==> config.mk <==
export PLATFORM = sky130hd
export DESIGN_NAME = hex_stopwatch_counter
export DESIGN_NICKNAME = d
export VERILOG_FILES = /design/src/rtl/hex_stopwatch_counter.sv
export SDC_FILE = /design/constraint.sdc
export NUM_CORES = 1
export LEC_CHECK = 0
export CAP_MARGIN = 0
export CORE_MARGIN = 10
export CORE_UTILIZATION = 35
export CTS_CLUSTER_DIAMETER = 200
export CTS_CLUSTER_SIZE = 16
export DETAILED_ROUTE_END_ITERATION = 7
export PLACE_DENSITY = 0.63
export SETUP_SLACK_MARGIN = 0.15
export SYNTH_ARGS = -nofsm -noshare
export SYNTH_HDL_FRONTEND = slang
export SYNTH_SLANG_ARGS = --single-unit
==> constraint.sdc <==
create_clock -name clk -period 2.1 [get_ports clk]
set_clock_uncertainty 0.05 [all_clocks]
set_input_delay 0.42 -clock clk [delete_from_list [all_inputs] [get_ports clk]]
set_output_delay 0.42 -clock clk [all_outputs]
set_load 0.05 [all_outputs]
==> src/rtl/hex_stopwatch_counter.sv <==
// Four-digit BCD stopwatch (SS.hh, 00.00-59.99) driven by start/stop and clear buttons.
// Each digit feeds one 7-segment hex decoder; digits never leave the BCD range.
module hex_stopwatch_counter #(
    parameter int unsigned TICK_DIV = 500000,
    parameter int unsigned PS_W     = 19
) (
    input  logic       clk,
    input  logic       reset,
    input  logic       startStop,
    input  logic       clear,
    output logic [3:0] digit0,
    output logic [3:0] digit1,
    output logic [3:0] digit2,
    output logic [3:0] digit3,
    output logic       running,
    output logic       overflow
);

    localparam int unsigned DIGIT_W = 4;
    localparam logic [PS_W-1:0]    PS_LAST   = PS_W'(TICK_DIV - 1);
    localparam logic [DIGIT_W-1:0] DEC_MAX   = DIGIT_W'(9);
    localparam logic [DIGIT_W-1:0] TENS_MAX  = DIGIT_W'(5);
    localparam logic [DIGIT_W-1:0] DIGIT_ONE = DIGIT_W'(1);

    typedef enum logic [1:0] {
        IDLE   = 2'd0,
        RUN    = 2'd1,
        PAUSED = 2'd2
    } state_t;

    state_t state;

    logic              ss_sync1;
    logic              ss_sync2;
    logic              ss_prev;
    logic              clr_sync1;
    logic              clr_sync2;
    logic              clr_prev;
    logic              ss_edge;
    logic              clr_edge;
    logic [PS_W-1:0]   prescaler;
    logic              tick;
    logic [DIGIT_W-1:0] next_d0;
    logic [DIGIT_W-1:0] next_d1;
    logic [DIGIT_W-1:0] next_d2;
    logic [DIGIT_W-1:0] next_d3;
    logic              wrap;

    // Two-flop synchronizers plus a previous-value flop for rising-edge detection
    always_ff @(posedge clk or posedge reset) begin
        if (reset) begin
            ss_sync1  <= 1'b0;
            ss_sync2  <= 1'b0;
            ss_prev   <= 1'b0;
            clr_sync1 <= 1'b0;
            clr_sync2 <= 1'b0;
            clr_prev  <= 1'b0;
        end else begin
            ss_sync1  <= startStop;
            ss_sync2  <= ss_sync1;
            ss_prev   <= ss_sync2;
            clr_sync1 <= clear;
            clr_sync2 <= clr_sync1;
            clr_prev  <= clr_sync2;
        end
    end

    assign ss_edge  = ss_sync2 & ~ss_prev;
    assign clr_edge = clr_sync2 & ~clr_prev;
    assign tick     = (state == RUN) && (prescaler == PS_LAST);

    // Incremented digit set with the carry chain resolved in one cycle
    always_comb begin
        next_d0 = digit0;
        next_d1 = digit1;
        next_d2 = digit2;
        next_d3 = digit3;
        wrap    = 1'b0;
        if (digit0 == DEC_MAX) begin
            next_d0 = '0;
            if (digit1 == DEC_MAX) begin
                next_d1 = '0;
                if (digit2 == DEC_MAX) begin
                    next_d2 = '0;
                    if (digit3 == TENS_MAX) begin
                        next_d3 = '0;
                        wrap    = 1'b1;
                    end else begin
                        next_d3 = digit3 + DIGIT_ONE;
                    end
                end else begin
                    next_d2 = digit2 + DIGIT_ONE;
                end
            end else begin
                next_d1 = digit1 + DIGIT_ONE;
            end
        end else begin
            next_d0 = digit0 + DIGIT_ONE;
        end
    end

    // Control FSM with prescaler and digit registers
    always_ff @(posedge clk or posedge reset) begin
        if (reset) begin
            state     <= IDLE;
            running   <= 1'b0;
            overflow  <= 1'b0;
            prescaler <= '0;
            digit0    <= '0;
            digit1    <= '0;
            digit2    <= '0;
            digit3    <= '0;
        end else begin
            case (state)
                IDLE, PAUSED: begin
                    // clear wins over a simultaneous start/stop outside RUN
                    if (clr_edge) begin
                        state     <= IDLE;
                        running   <= 1'b0;
                        overflow  <= 1'b0;
                        prescaler <= '0;
                        digit0    <= '0;
                        digit1    <= '0;
                        digit2    <= '0;
                        digit3    <= '0;
                    end else if (ss_edge) begin
                        state   <= RUN;
                        running <= 1'b1;
                    end
                end
                RUN: begin
                    // A tick in the same cycle as a pause edge still lands
                    if (tick) begin
                        prescaler <= '0;
                        digit0    <= next_d0;
                        digit1    <= next_d1;
                        digit2    <= next_d2;
                        digit3    <= next_d3;
                        if (wrap) begin
                            overflow <= 1'b1;
                        end
                    end else begin
                        prescaler <= prescaler + PS_W'(1);
                    end
                    if (ss_edge) begin
                        state   <= PAUSED;
                        running <= 1'b0;
                    end
                end
                default: begin
                    state   <= IDLE;
                    running <= 1'b0;
                end
            endcase
        end
    end

endmodule

# Yosys cells after proc, flatten, opt, wreduce, memory -nomap -nowiden
# Index checks and enable logic that the tools add are counted.
# word_totals
ff_bits	45
in_bits	4
output_inout_bits	18
# op_classes
addsub	5
n_eq_ne	15
mux	38
n_bitwise	4
reduce_logical	11
# ops
operator	count
two-way mux 4 bit	15
two-way mux 19 bit	2
case mux 19 bit (2 select lines)	1
case mux 4 bit (2 select lines)	4
adder 19 x 1 -> 19 bit, second input constant	1
equality test 19 bit, second input constant	1
adder 4 x 1 -> 4 bit, second input constant	4
equality test 4 bit, second input constant	3
two-way mux 1 bit	10
!= test 2 bit, second input constant	4
AND reduction 4 bit	2
two-way mux 2 bit	3
!= test 2 x 1 -> 1 bit, second input constant	3
AND reduction 6 bit	1
AND reduction 5 bit	1
equality test 4 x 3 -> 1 bit, second input constant	1
case mux 1 bit (2 select lines)	2
case mux 2 bit (2 select lines)	1
AND reduction 2 bit	2
!= test 3 bit, second input constant	1
AND reduction 3 bit	1
AND 1 bit	2
equality test 2 x 1 -> 1 bit, second input constant	1
equality test 2 bit, second input constant	1
5 further kinds	6

# Depth between registers and ports, before layout
# logic_depth
depth_word	8
depth_mapped	8
ltp_nobuf	7

# Worst setup path after synthesis
# Ideal clock, no wire load.
# synth_path
path_type	reg2reg
startpoint	reg prescaler[5]
endpoint	reg prescaler[18]
setup_ns	0.124
t_arrival_ns	2.077
required_time_ns	1.926
path_slack_ns	-0.151
path_stages_with_launch	6
period_less_slack_ns	2.251
path_cell_list	dfrtp_1 or4_4 or4_4 o21ai_4 nor2_2 a211o_1
# synth_between
elab_chain_cells	4
# synth_rtl
element	line_no	text
start: declaration	41	logic [PS_W-1:0] prescaler;
start signal: assignment	143	prescaler <= prescaler + PS_W'(1);
parallel branches: the longest is 2 deep, another holds adder 19 x 1 -> 19 bit	-	
two-way mux 19 bit *	133	if (tick) begin
case mux 19 bit (2 select lines) *	114	case (state)
# Mark *: on every way between the ends.
# A chain may end at the register's enable or synchronous reset.

# Worst setup path in the final report
# layout_path
startpoint	reg prescaler[10]
endpoint	reg prescaler[18]
# Same word-level chain as after synthesis.

==> run_summary.xml <==
<?xml version="1.0" encoding="UTF-8"?>
<metrics>
  <group name="detailed_routing">
    <metric name="total_length_of_routed_wires" unit="µm">5760</metric>
    <metric name="postRouteAntennaNets" unit="">0</metric>
    <metric name="drt_drc_violations_left" unit="">0</metric>
    <metric name="detailroute.via_count" unit="">2014</metric>
    <metric name="first_iter_violations" unit="">116</metric>
    <metric name="drt_pass1_iterations" unit="">4</metric>
    <metric name="routed_via_density" unit="">5.47</metric>
    <metric name="routedWlPerCell" unit="µm">15.7</metric>
  </group>
  <group name="worst_setup_path">
    <metric name="worst-path-max-fanout" unit="">6</metric>
    <metric name="endpoint_kind" unit="">register</metric>
    <metric name="worst-r2r-cell-count" unit="">5</metric>
    <metric name="worstPathArrival" unit="ps">2230</metric>
    <metric name="worstReg2RegEnd" unit="">prescaler[18]</metric>
    <metric name="worstSetupStartpoint" unit="">prescaler[10]</metric>
    <metric name="worst_setup_path_start_kind" unit="">register</metric>
    <metric name="ff2ff_setup_slack" unit="ps">9</metric>
    <metric name="critPathRequiredTime" unit="ps">2240</metric>
    <metric name="kind_of_critical_path" unit="">register to register</metric>
    <metric name="critical_path.endpoint" unit="">prescaler[18]</metric>
    <metric name="critical_register_to_register_path_startpoint" unit="">prescaler[10]</metric>
  </group>
  <group name="pwr">
    <metric name="clockPowerShare" unit="">0.253</metric>
    <metric name="comb_power_share" unit="">0.280</metric>
    <metric name="leakagePower" unit="nW">1.40</metric>
    <metric name="pwr-share-seq" unit="">0.467</metric>
    <metric name="internal_portion_of_total_power" unit="mW">1.36</metric>
    <metric name="p_per_area" unit="nW/µm²">684</metric>
    <metric name="switching_power" unit="µW">753</metric>
    <metric name="p_sw_frac" unit="">0.357</metric>
    <metric name="vdd.ir_drop.worst" unit="V">0.000255</metric>
    <metric name="p_total" unit="mW">2.11</metric>
  </group>
  <group name="placement">
    <metric name="placed_cell_area" unit="µm²">2840</metric>
    <metric name="cell_count_after_placement" unit="">356</metric>
    <metric name="gp_congestion" unit="">0.830</metric>
    <metric name="detailedPlacementHpwl" unit="µm">3890</metric>
    <metric name="port-buffer-count" unit="">21</metric>
  </group>
  <group name="logic_synthesis">
    <metric name="asyncSetResetFlopFracSynth" unit="">1.00</metric>
    <metric name="yosys_register_bits" unit="">45</metric>
    <metric name="ys_seq_area_frac" unit="">0.475</metric>
    <metric name="yosys.cell_types.count" unit="">51</metric>
    <metric name="syn_area" unit="µm²">2370</metric>
    <metric name="dominantRegCellSynth" unit="">sky130_fd_sc_hd__dfrtp_1</metric>
    <metric name="synthesis.nets" unit="">253</metric>
    <metric name="synthesized_netlist_cell_count" unit="">240</metric>
    <metric name="ys_warn_count" unit="">0</metric>
    <metric name="syn_avg_cell_area" unit="µm²">9.88</metric>
    <metric name="synth_enable_flop_cells" unit="">0</metric>
  </group>
  <group name="sta">
    <metric name="report.final.slew_viol_count" unit="">0</metric>
    <metric name="max_freq" unit="GHz">0.478</metric>
    <metric name="timing.max_slew.rel_slack" unit="">0.599</metric>
    <metric name="max_slew.worst_pin.slew" unit="ps">601</metric>
    <metric name="timing.final.hold_violations" unit="">0</metric>
    <metric name="rsz0062_at_grt" unit="">true</metric>
    <metric name="final-setup-viol-count" unit="">0</metric>
    <metric name="finalCritPeriodShare" unit="">0.996</metric>
    <metric name="post-route-min-period" unit="ps">2090</metric>
  </group>
  <group name="global_route">
    <metric name="grt_first_pass_wirelength" unit="µm">9430</metric>
    <metric name="antenna_found_initial" unit="">0</metric>
    <metric name="grt_usage" unit="">0.112</metric>
    <metric name="grt_max_degree" unit="">46</metric>
    <metric name="grt-ovfl-total" unit="">0</metric>
    <metric name="first_global_vias" unit="">2000</metric>
  </group>
  <group name="cells_and_area">
    <metric name="antenna_cells" unit="">0</metric>
    <metric name="final_area" unit="µm²">3090</metric>
    <metric name="fin_nets" unit="">303</metric>
    <metric name="drive_gt1_frac" unit="">0.237</metric>
    <metric name="area_growth_syn_to_layout" unit="%">30.1</metric>
    <metric name="layoutNonFillerInstCount" unit="">368</metric>
  </group>
  <group name="clock_network">
    <metric name="cts_made_buffers" unit="">5</metric>
    <metric name="cts.root.buffer_cell" unit="">sky130_fd_sc_hd__clkbuf_8</metric>
    <metric name="clkSinkCount" unit="">45</metric>
    <metric name="cts-htree-levels" unit="">2</metric>
    <metric name="post_cts_hold_buffer_count" unit="">0</metric>
    <metric name="clk_latency" unit="ps">310</metric>
    <metric name="clk_transition_reported_paths" unit="ps">80</metric>
    <metric name="tritoncts_clock_tree" unit="">yes</metric>
    <metric name="ctsLongestPathBuffers" unit="">2</metric>
  </group>
  <group name="worst_hold_path">
    <metric name="min_path_type" unit="">register to register</metric>
  </group>
  <group name="die">
    <metric name="num_io_pins" unit="">22</metric>
    <metric name="floorplan.initialDensity" unit="">0.367</metric>
    <metric name="die-height" unit="µm">102</metric>
    <metric name="fp.coreArea" unit="µm²">6460</metric>
    <metric name="die_width" unit="µm">102</metric>
    <metric name="floorplan.die_area" unit="µm²">10500</metric>
    <metric name="placementRows" unit="">29</metric>
  </group>
  <group name="job">
    <metric name="maxCapViolCount" unit="">0</metric>
  </group>
  <group name="outcome">
    <metric name="outcome" unit="">complete, no violations</metric>
  </group>
</metrics>
## synthesized netlist by cell type, types with 2 or more instances
master / number / area, µm²
sky130_fd_sc_hd__dfrtp_1: 45 / 1130
sky130_fd_sc_hd__nand2_1: 25 / 93.8
sky130_fd_sc_hd__nor2_1: 17 / 63.8
sky130_fd_sc_hd__nand3_1: 14 / 70.1
sky130_fd_sc_hd__inv_1: 12 / 45.0
sky130_fd_sc_hd__o21ai_0: 11 / 55.1
sky130_fd_sc_hd__o21ai_1: 11 / 55.1
sky130_fd_sc_hd__ha_1: 9 / 113
sky130_fd_sc_hd__nand4_1: 8 / 50.1
sky130_fd_sc_hd__xor2_1: 7 / 61.3
sky130_fd_sc_hd__o41ai_1: 6 / 52.6
sky130_fd_sc_hd__o31ai_1: 5 / 37.5
sky130_fd_sc_hd__a21o_1: 4 / 30.0
sky130_fd_sc_hd__nand3b_1: 4 / 30.0
sky130_fd_sc_hd__nor3_1: 4 / 20.0
sky130_fd_sc_hd__a21oi_1: 3 / 15.0
sky130_fd_sc_hd__and3_1: 3 / 18.8
sky130_fd_sc_hd__nand2b_1: 3 / 18.8
sky130_fd_sc_hd__nor4_1: 3 / 18.8
sky130_fd_sc_hd__or3_1: 3 / 18.8
sky130_fd_sc_hd__xnor2_1: 3 / 26.3
sky130_fd_sc_hd__a2bb2oi_1: 2 / 17.5
sky130_fd_sc_hd__a31oi_1: 2 / 12.5
sky130_fd_sc_hd__buf_4: 2 / 15.0
sky130_fd_sc_hd__nor2b_1: 2 / 12.5
sky130_fd_sc_hd__nor3b_1: 2 / 15.0
sky130_fd_sc_hd__nor4b_1: 2 / 17.5
sky130_fd_sc_hd__o211ai_1: 2 / 15.0
sky130_fd_sc_hd__o22ai_1: 2 / 12.5
sky130_fd_sc_hd__or4_1: 2 / 15.0
sky130_fd_sc_hd__or4_4: 2 / 22.5
## flip-flops by register name, indices dropped and copies added, names as in the netlist, 2 cells and up
name / cells
digit1: 4
digit0: 4
prescaler: 19
state: 2
digit3: 4
digit2: 4
## power groups by stage
stage	sequential, mW	combinational [mW]	clock, mW
after global placement	0.996	0.519	0
after CTS	0.982	0.559	0.542
after detailed placement	0.998	0.525	0
after floorplan	1.06	0.274	0
final	0.986	0.592	0.535
after global routing	0.996	0.652	0.582
## stage by stage
stage / TNS (ps) / worst slack (ps) / util / hold WS (ps)
after floorplan: 0 / 41.7 / - / 281
after global placement: 0 / 41.4 / 0.440 / 283
after detailed placement: 0 / 21.1 / 0.440 / 285
after CTS: 0 / 23.3 / 0.465 / 304
after global routing: -477 / -53.7 / 0.478 / 326
final: 0 / 9.12 / 0.478 / 306
## how the worst min path moves through the flow
stage	startpoint	depth (start not counted)	to
after CTS	clr_sync1	0	clr_sync2
final	clr_sync1	0	clr_sync2
after global placement	clr_sync1	0	clr_sync2
after global routing	clr_sync1	0	clr_sync2
after floorplan	clr_sync1	0	clr_sync2
after detailed placement	clr_sync1	0	clr_sync2
## cells by family (layout without fill, tap and decap cells)
group / count (synthesis) / in the layout / synth area share
AOI/OAI and AO/OA: 56 / 56 / 0.165
adders and majority gates: 9 / 9 / 0.0475
muxes: 1 / 1 / 0.00422
DFF: 45 / 45 / 0.475
buffers and inverters: 18 / 69 / 0.0353
xor gates and xnor gates: 10 / 10 / 0.0369
and+or+nand+nor: 101 / 101 / 0.236
## layout by cell type, fill, tap and decap left out, types with 3 or more instances in the layout
cell	n
sky130_fd_sc_hd__nor3_1	3
sky130_fd_sc_hd__o31ai_2	3
sky130_fd_sc_hd__o41ai_1	3
sky130_fd_sc_hd__nand4_1	8
sky130_fd_sc_hd__a21o_1	4
sky130_fd_sc_hd__nor2_2	3
sky130_fd_sc_hd__nor4_1	3
sky130_fd_sc_hd__dfrtp_1	41
sky130_fd_sc_hd__clkdlybuf4s50_1	3
sky130_fd_sc_hd__nand2_1	23
sky130_fd_sc_hd__o21ai_0	6
sky130_fd_sc_hd__nor2_1	15
sky130_fd_sc_hd__xor2_1	7
sky130_fd_sc_hd__nand3_1	14
sky130_fd_sc_hd__or3_1	3
sky130_fd_sc_hd__dlygate4sd2_1	16
sky130_fd_sc_hd__a21oi_1	3
sky130_fd_sc_hd__inv_1	11
sky130_fd_sc_hd__clkbuf_8	5
sky130_fd_sc_hd__xnor2_1	3
sky130_fd_sc_hd__dfrtp_2	4
sky130_fd_sc_hd__ha_1	9
sky130_fd_sc_hd__buf_4	23
sky130_fd_sc_hd__nand2b_1	3
sky130_fd_sc_hd__buf_6	5
sky130_fd_sc_hd__o21ai_2	6
sky130_fd_sc_hd__o21ai_1	9
sky130_fd_sc_hd__nand3b_1	4
sky130_fd_sc_hd__o41ai_2	3
sky130_fd_sc_hd__and3_1	3
## cell type report
class	count	area [µm²]
clock buffers	7	76.3
clock inverters	1	5.00
fillers	610	3370
inverters	12	45.0
multi-input cells	177	1300
flip-flops and latches	45	1130
well taps	77	96.3
repair buffers	49	432
## per-layer routing
| metal | global-route usage | up-vias | wire length (µm) |
|---|---|---|---|
| li1 | - | 983 | - |
| met1 | 0.135 | 996 | 2670 |
| met2 | 0.186 | 28 | 2760 |
| met3 | 0.0310 | 7 | 239 |
| met4 | 0.0401 | 0 | 83 |
| met5 | 0 | - | 0 |
## critical path: stages, from the launching register on
cell and delay (ps):
sky130_fd_sc_hd__dfrtp_1 380, sky130_fd_sc_hd__or4_4 550, sky130_fd_sc_hd__or4_4 490, sky130_fd_sc_hd__o21ai_4 240, sky130_fd_sc_hd__nor2_2 40, sky130_fd_sc_hd__a211o_1 220
## repair_timing
| item | CTS | global route |
|---|---|---|
| pin swaps | 8 | 6 |
| cloned | 0 | 0 |
| gates resized for setup | 34 | 20 |
| setup endpoints to repair | 44 | 36 |
| buffers inserted | 2 | 2 |
No activity file was read; power rests on OpenSTA's default activity.
